## config.mk

```make
export PLATFORM = sky130hd
export DESIGN_NAME = disp_scheduler
export DESIGN_NICKNAME = d
export VERILOG_FILES = /design/src/rtl/disp_scheduler.sv
export SDC_FILE = /design/constraint.sdc
export NUM_CORES = 1
export LEC_CHECK = 0
export CELL_PAD_IN_SITES_DETAIL_PLACEMENT = 1
export CELL_PAD_IN_SITES_GLOBAL_PLACEMENT = 1
export CORE_UTILIZATION = 28
export DETAILED_ROUTE_END_ITERATION = 6
export GPL_ROUTABILITY_DRIVEN = 0
export PLACE_DENSITY = 0.73
export SLEW_MARGIN = 20
export SYNTH_ARGS = -nofsm -noshare
export SYNTH_HDL_FRONTEND = slang
export SYNTH_SLANG_ARGS = --single-unit
```

## constraint.sdc

```tcl
create_clock -name clock -period 2.4 [get_ports clock]
set_clock_uncertainty 0.05 [all_clocks]
set_input_delay 0.24 -clock clock [delete_from_list [all_inputs] [get_ports clock]]
set_output_delay 0.24 -clock clock [all_outputs]
set_load 0.02 [all_outputs]
```

## src/rtl/disp_scheduler.sv

```systemverilog
// disp_scheduler
//   Round-robin arbiter with minimum dwell for the shared 8-digit
//   seven-segment display. It forwards the owner's digits and per-digit modes
//   to the scan FSM and generates the scan clock-enable pulse.
//
//   Optional feature: define DISP_SCHED_PREEMPT_EN to make requester 0 an
//   alarm channel. A rising req[0] then preempts any other owner.
//
// Parameters
//   SCAN_DIV     clock cycles per scan_tick pulse (>= 2)
//   DWELL_TICKS  minimum ownership in scan_tick pulses (0 allowed)
//   BLANK_MODE   per-digit mode code that blanks a digit
//
// Ports
//   clock       in   system clock, rising edge
//   reset_n     in   asynchronous active-low reset
//   req         in   [3:0]   per-requester request level
//   req_value   in   [127:0] requester i digits at [32i+31:32i]
//   req_mode    in   [95:0]  requester i modes at [24i+23:24i]
//   grant       out  [3:0]   one-hot owner, or zero
//   disp_value  out  [31:0]  owner's digits, 0 when no owner
//   disp_mode   out  [23:0]  owner's modes, all BLANK_MODE when no owner
//   scan_tick   out          one-cycle pulse every SCAN_DIV cycles
//   busy        out          registered |grant
module disp_scheduler #(
    parameter int unsigned SCAN_DIV    = 100000,
    parameter int unsigned DWELL_TICKS = 1024,
    parameter logic [2:0]  BLANK_MODE  = 3'b111
) (
    input  logic         clock,
    input  logic         reset_n,
    input  logic [3:0]   req,
    input  logic [127:0] req_value,
    input  logic [95:0]  req_mode,
    output logic [3:0]   grant,
    output logic [31:0]  disp_value,
    output logic [23:0]  disp_mode,
    output logic         scan_tick,
    output logic         busy
);

    localparam int unsigned CW = $clog2(SCAN_DIV);
    localparam int unsigned DW = (DWELL_TICKS > 0) ? $clog2(DWELL_TICKS + 1) : 1;
    localparam logic [CW-1:0] DIV_LAST   = CW'(SCAN_DIV - 1);
    localparam logic [DW-1:0] DWELL_LOAD = DW'(DWELL_TICKS);

    typedef enum logic [1:0] {
        S_IDLE,
        S_HOLD,
        S_OPEN
    } state_t;

    // A zero dwell means a fresh owner is immediately open to handover.
    localparam state_t S_ENTER = (DWELL_TICKS == 0) ? S_OPEN : S_HOLD;

    state_t        state, state_n;
    logic [1:0]    owner, owner_n;
    logic [1:0]    last_owner, last_n;
    logic [DW-1:0] dwell, dwell_n;
    logic [CW-1:0] div_cnt;
    logic [3:0]    cand;
    logic          pick_ok;
    logic [1:0]    pick_idx;
    logic          rearb;
    logic [31:0]   sel_value;
    logic [23:0]   sel_mode;
`ifdef DISP_SCHED_PREEMPT_EN
    logic          req0_q;
`endif

    // Returns {found, index} of the first set bit of cand, searching
    // base+1, base+2, base+3, base (mod 4).
    function automatic logic [2:0] rr_pick(input logic [3:0] c, input logic [1:0] base);
        logic [2:0] res;
        logic [1:0] idx;
        res = '0;
        for (int unsigned k = 4; k >= 1; k--) begin
            idx = base + 2'(k);
            if (c[idx]) res = {1'b1, idx};
        end
        return res;
    endfunction

    // Free-running scan divider.
    always_ff @(posedge clock or negedge reset_n) begin
        if (!reset_n) begin
            div_cnt   <= '0;
            scan_tick <= 1'b0;
        end else begin
            scan_tick <= (div_cnt == DIV_LAST);
            div_cnt   <= (div_cnt == DIV_LAST) ? '0 : div_cnt + 1'b1;
        end
    end

    always_comb begin
        state_n = state;
        owner_n = owner;
        last_n  = last_owner;
        dwell_n = dwell;
        rearb   = 1'b0;
        // Masking the current owner out makes it the last candidate on a
        // handover, even when last_owner still points at a preempted owner.
        cand    = req & ~grant;
        {pick_ok, pick_idx} = rr_pick(cand, last_owner);

        case (state)
            S_IDLE: rearb = |req;
            S_HOLD: begin
                // An owner drop takes priority over any tick in the same cycle.
                if (!req[owner]) begin
                    rearb = 1'b1;
                end else if (scan_tick) begin
                    if (dwell <= DW'(1)) begin
                        if (|cand) begin
                            rearb = 1'b1;
                        end else begin
                            state_n = S_OPEN;
                            dwell_n = '0;
                        end
                    end else begin
                        dwell_n = dwell - 1'b1;
                    end
                end
            end
            S_OPEN: rearb = !req[owner] || (|cand);
            default: state_n = S_IDLE;
        endcase

        if (rearb) begin
            if (pick_ok) begin
                owner_n = pick_idx;
                last_n  = pick_idx;
                dwell_n = DWELL_LOAD;
                state_n = S_ENTER;
            end else begin
                state_n = S_IDLE;
                dwell_n = '0;
            end
        end

`ifdef DISP_SCHED_PREEMPT_EN
        // last_owner keeps pointing at the preempted owner so round-robin
        // resumes after it once the alarm is released.
        if (state != S_IDLE && req[0] && !req0_q && owner != 2'd0) begin
            owner_n = 2'd0;
            last_n  = last_owner;
            dwell_n = DWELL_LOAD;
            state_n = S_ENTER;
        end
`endif
    end

    always_comb begin
        sel_value = '0;
        sel_mode  = '0;
        for (int unsigned i = 0; i < 4; i++) begin
            if (owner_n == 2'(i)) begin
                sel_value = req_value[32*i +: 32];
                sel_mode  = req_mode[24*i +: 24];
            end
        end
    end

    always_ff @(posedge clock or negedge reset_n) begin
        if (!reset_n) begin
            state      <= S_IDLE;
            owner      <= '0;
            last_owner <= 2'd3;
            dwell      <= '0;
            grant      <= '0;
            busy       <= 1'b0;
            disp_value <= '0;
            disp_mode  <= {8{BLANK_MODE}};
        end else begin
            state      <= state_n;
            owner      <= owner_n;
            last_owner <= last_n;
            dwell      <= dwell_n;
            if (state_n != S_IDLE) begin
                grant      <= 4'b0001 << owner_n;
                busy       <= 1'b1;
                disp_value <= sel_value;
                disp_mode  <= sel_mode;
            end else begin
                grant      <= '0;
                busy       <= 1'b0;
                disp_value <= '0;
                disp_mode  <= {8{BLANK_MODE}};
            end
        end
    end

`ifdef DISP_SCHED_PREEMPT_EN
    always_ff @(posedge clock or negedge reset_n) begin
        if (!reset_n) req0_q <= 1'b0;
        else          req0_q <= req[0];
    end
`endif

endmodule

```

==> results.py <==
metrics = {
    "synth": {
        "synth_ff_type": "dfrtp_1",
        "ys_warn_count": 0,
        "ys_types": 63,
        "synth.largest_area_cell": "dfrtp_1",
        "yosysTopAreaCellShare": 0.246,
        "ys_top_cells_by_area": "dfrtp_1, dfstp_2, o21ai_0",
        "synth-seq-area-share": 0.342,
        "synth_edf_count": 0,
        "synth_area_um2": 7120,
        "avgSynthCellArea_um2": 8.37,
        "syn-num-nets": 1084,
        "ys_ff_latch": 96,
        "async_flop_share": 1.00,
        "synthCells": 851,
    },
    "sta": {
        "relSlewSlack": 0.568,
        "hold_viol_final": 0,
        "slew_violations": 0,
        "setup_ws_ps": -96.3,
        "setup_viol": 54,
        "tns_ps": -2480,
        "worstMarginPinSlew_ps": 648,
        "min_period_over_period": 1.04,
        "rsz0062_at_grt": "yes",
        "max_freq_mhz": 401,
        "timing.final.crit_period_ps": 2500,
    },
    "worst_setup_path": {
        "worstRegToRegCells": 8,
        "cp-end-kind": "flop",
        "path_max_fanout": 6,
        "crit_required_ps": 2620,
        "arrival_ps": 2710,
        "cp-start-kind": "flop",
        "crit_type": "reg -> reg",
    },
    "placed_design": {
        "dp.cells": 1503,
        "io_buffers": 291,
        "pre_cts_slack_ps": -619,
        "dp_hpwl_um": 25100,
    },
    "power": {
        "netSwitchingPower_w": 0.00710,
        "power_w": 0.0156,
        "ir_worst_vdd_v": 0.000525,
        "power_frac_comb": 0.731,
        "pwr-share-clk": 0.098,
        "seq_power_share": 0.171,
        "p_per_area_nw_per_um2": 1250,
        "swShare": 0.456,
        "p_leak_nw": 4.96,
        "power.internal_w": 0.00848,
    },
    "global_routing": {
        "grt_pass1_wl_um": 52600,
        "track_usage": 0.259,
        "grt_overflow": 0,
        "grt_pass1_vias": 9299,
        "antenna_found_initial": 2,
        "grt_start_max_net_pins": 46,
    },
    "routing": {
        "routed_via_density": 5.76,
        "ant_nets": 0,
        "vias": 8887,
        "route.detailed.drc": 0,
        "firstDrtPassIters": 5,
        "dr.first_iter.drc_count": 612,
        "wl_per_cell_um": 22.9,
        "wirelength_um": 35400,
    },
    "floorplan": {
        "die_w_um": 162,
        "initial_core_util": 0.285,
        "io_pins": 292,
        "rows": 58,
        "core_um2": 25000,
        "die_y_um": 162,
        "die-area_um2": 26100,
    },
    "clocking": {
        "ctsLongestPathBuffers": 2,
        "cts_sinks": 96,
        "cts.reportedPaths.clkPinSlew_ps": 80,
        "cts-root-buf": "clkbuf_16",
        "cts_max_level": 3,
        "cts_tree": "done",
        "numCtsBuffers": 9,
        "clk_latency_ps": 370,
    },
    "outcome": {
        "status": "finished with violations",
        "violations": "negative setup slack",
    },
    "finish": {
        "nets": 1439,
        "post-route-util": 0.496,
        "area_growth_pct": 74.4,
        "final_common_cell": "clkdlybuf4s50_1",
        "layout_common_cells": "clkdlybuf4s50_1, buf_4, dfrtp_1",
        "nFillCells": 2853,
        "drive_gt1_frac": 0.245,
        "final_cell_count_no_fill": 1542,
    },
    "job": {
        "max-cap-violations": 0,
    },
    "hold_path": {
        "hold_class": "in -> async",
    },
}
[path summary, 6_finish.rpt]
check	slack, ps	to	start
max in group asynchronous	1120	disp_mode[1]	reset_n
hold / removal	400	disp_value[15]	reset_n
hold reg to reg	450	div_cnt[8]	div_cnt[8]
setup reg to reg	-100	disp_value[25]	owner[0]
min in group clock	400	disp_mode[11]	req_mode[35]
setup / recovery	-100	disp_value[25]	owner[0]
[power by group through the flow]
stage          clock network (W)  logic [W]  registers (W)
6_report                 0.00152     0.0114        0.00266
4_1_cts                  0.00155     0.0103        0.00267
5_1_grt                  0.00162     0.0121        0.00271
3_3_place_gp                   0    0.00952        0.00270
3_5_place_dp                   0    0.00972        0.00268
2_1_floorplan                  0    0.00450        0.00327
[metrics by stage]
step	hold WS, ps	cell area, um2
finish	396	12400
detailed placement	248	11400
global route	407	12400
global placement	251	11400
CTS	385	11900
floorplan	-106	7120
[final cells by class]
cell class,instances,area (um2),area share
diodes,1,2.50,0.000201
well taps,330,413,0.0332
multi-input cells,612,4610,0.371
repair buffers,439,4480,0.361
clock buffers,9,225,0.0181
clock inverters,7,78.8,0.00634
flip-flops and latches,96,2440,0.196
inverters,48,180,0.0145
[layer usage]
layer,track usage,wire [um],vias to the layer above
met2,0.444,17600,326
met5,0,13,-
met1,0.322,14600,4426
met3,0.0601,2280,64
met4,0.0789,894,2
li1,-,-,4069
[worst max-delay path: stages (launching register included)]
cell and delay (ps):
dfrtp_1 430, mux4_2 620, a211oi_4 250, buf_6 160, buf_6 140, nor3_4 50, or2_4 290, clkbuf_16 180
a311oi_2 230
[cells by family (layout without fill, tap and decap cells)]
group | after synthesis | count (layout) | share of synthesized area
mux | 4 | 4 | 0.00808
compound gates | 338 | 338 | 0.342
fa+ha+maj | 3 | 3 | 0.00527
simple gates | 252 | 253 | 0.202
flops | 96 | 96 | 0.342
buf+inv | 144 | 503 | 0.0832
xor+xnor | 14 | 14 | 0.0172
other cells | 0 | 1 | 0
[sequential cells by signal (all words and copies together) (netlist names)]
register / cells
dwell: 11
owner: 2
disp_value: 32
div_cnt: 17
grant: 4
disp_mode: 24
last_owner: 2
state: 2
scan_tick: 1
busy: 1
[cells in the mapped netlist (all sizes together), types with 3 or more instances]
| cell | number |
|---|---|
| clkbuf | 69 |
| nand2b | 30 |
| nor3 | 8 |
| o2111ai | 25 |
| or2 | 4 |
| dfstp | 26 |
| o31ai | 38 |
| nand4 | 39 |
| o311ai | 19 |
| inv | 47 |
| xor2 | 8 |
| or3 | 6 |
| buf | 27 |
| nand3 | 32 |
| xnor2 | 6 |
| a22oi | 40 |
| nor2b | 4 |
| o21ai | 70 |
| or4 | 25 |
| ha | 3 |
| nor4 | 4 |
| o22ai | 25 |
| dfrtp | 70 |
| nor2 | 35 |
| o211a | 3 |
| and3 | 3 |
| a311oi | 32 |
| nand2 | 41 |
| a21oi | 40 |
| nand3b | 3 |
| o221ai | 13 |
| nor4b | 14 |
| a211oi | 25 |
[what timing repair did]
item / in CTS / in global routing
resized for setup: 57 / 102
endpoints found under the hold margin: 31 / 0
setup endpoints to repair: 60 / 61
setup buffers: 9 / 8
hold buffers: 1 / 0
pin swaps: 7 / 20
cloned: 1 / 4
Note: power is estimated with default switching activity, not from simulation.
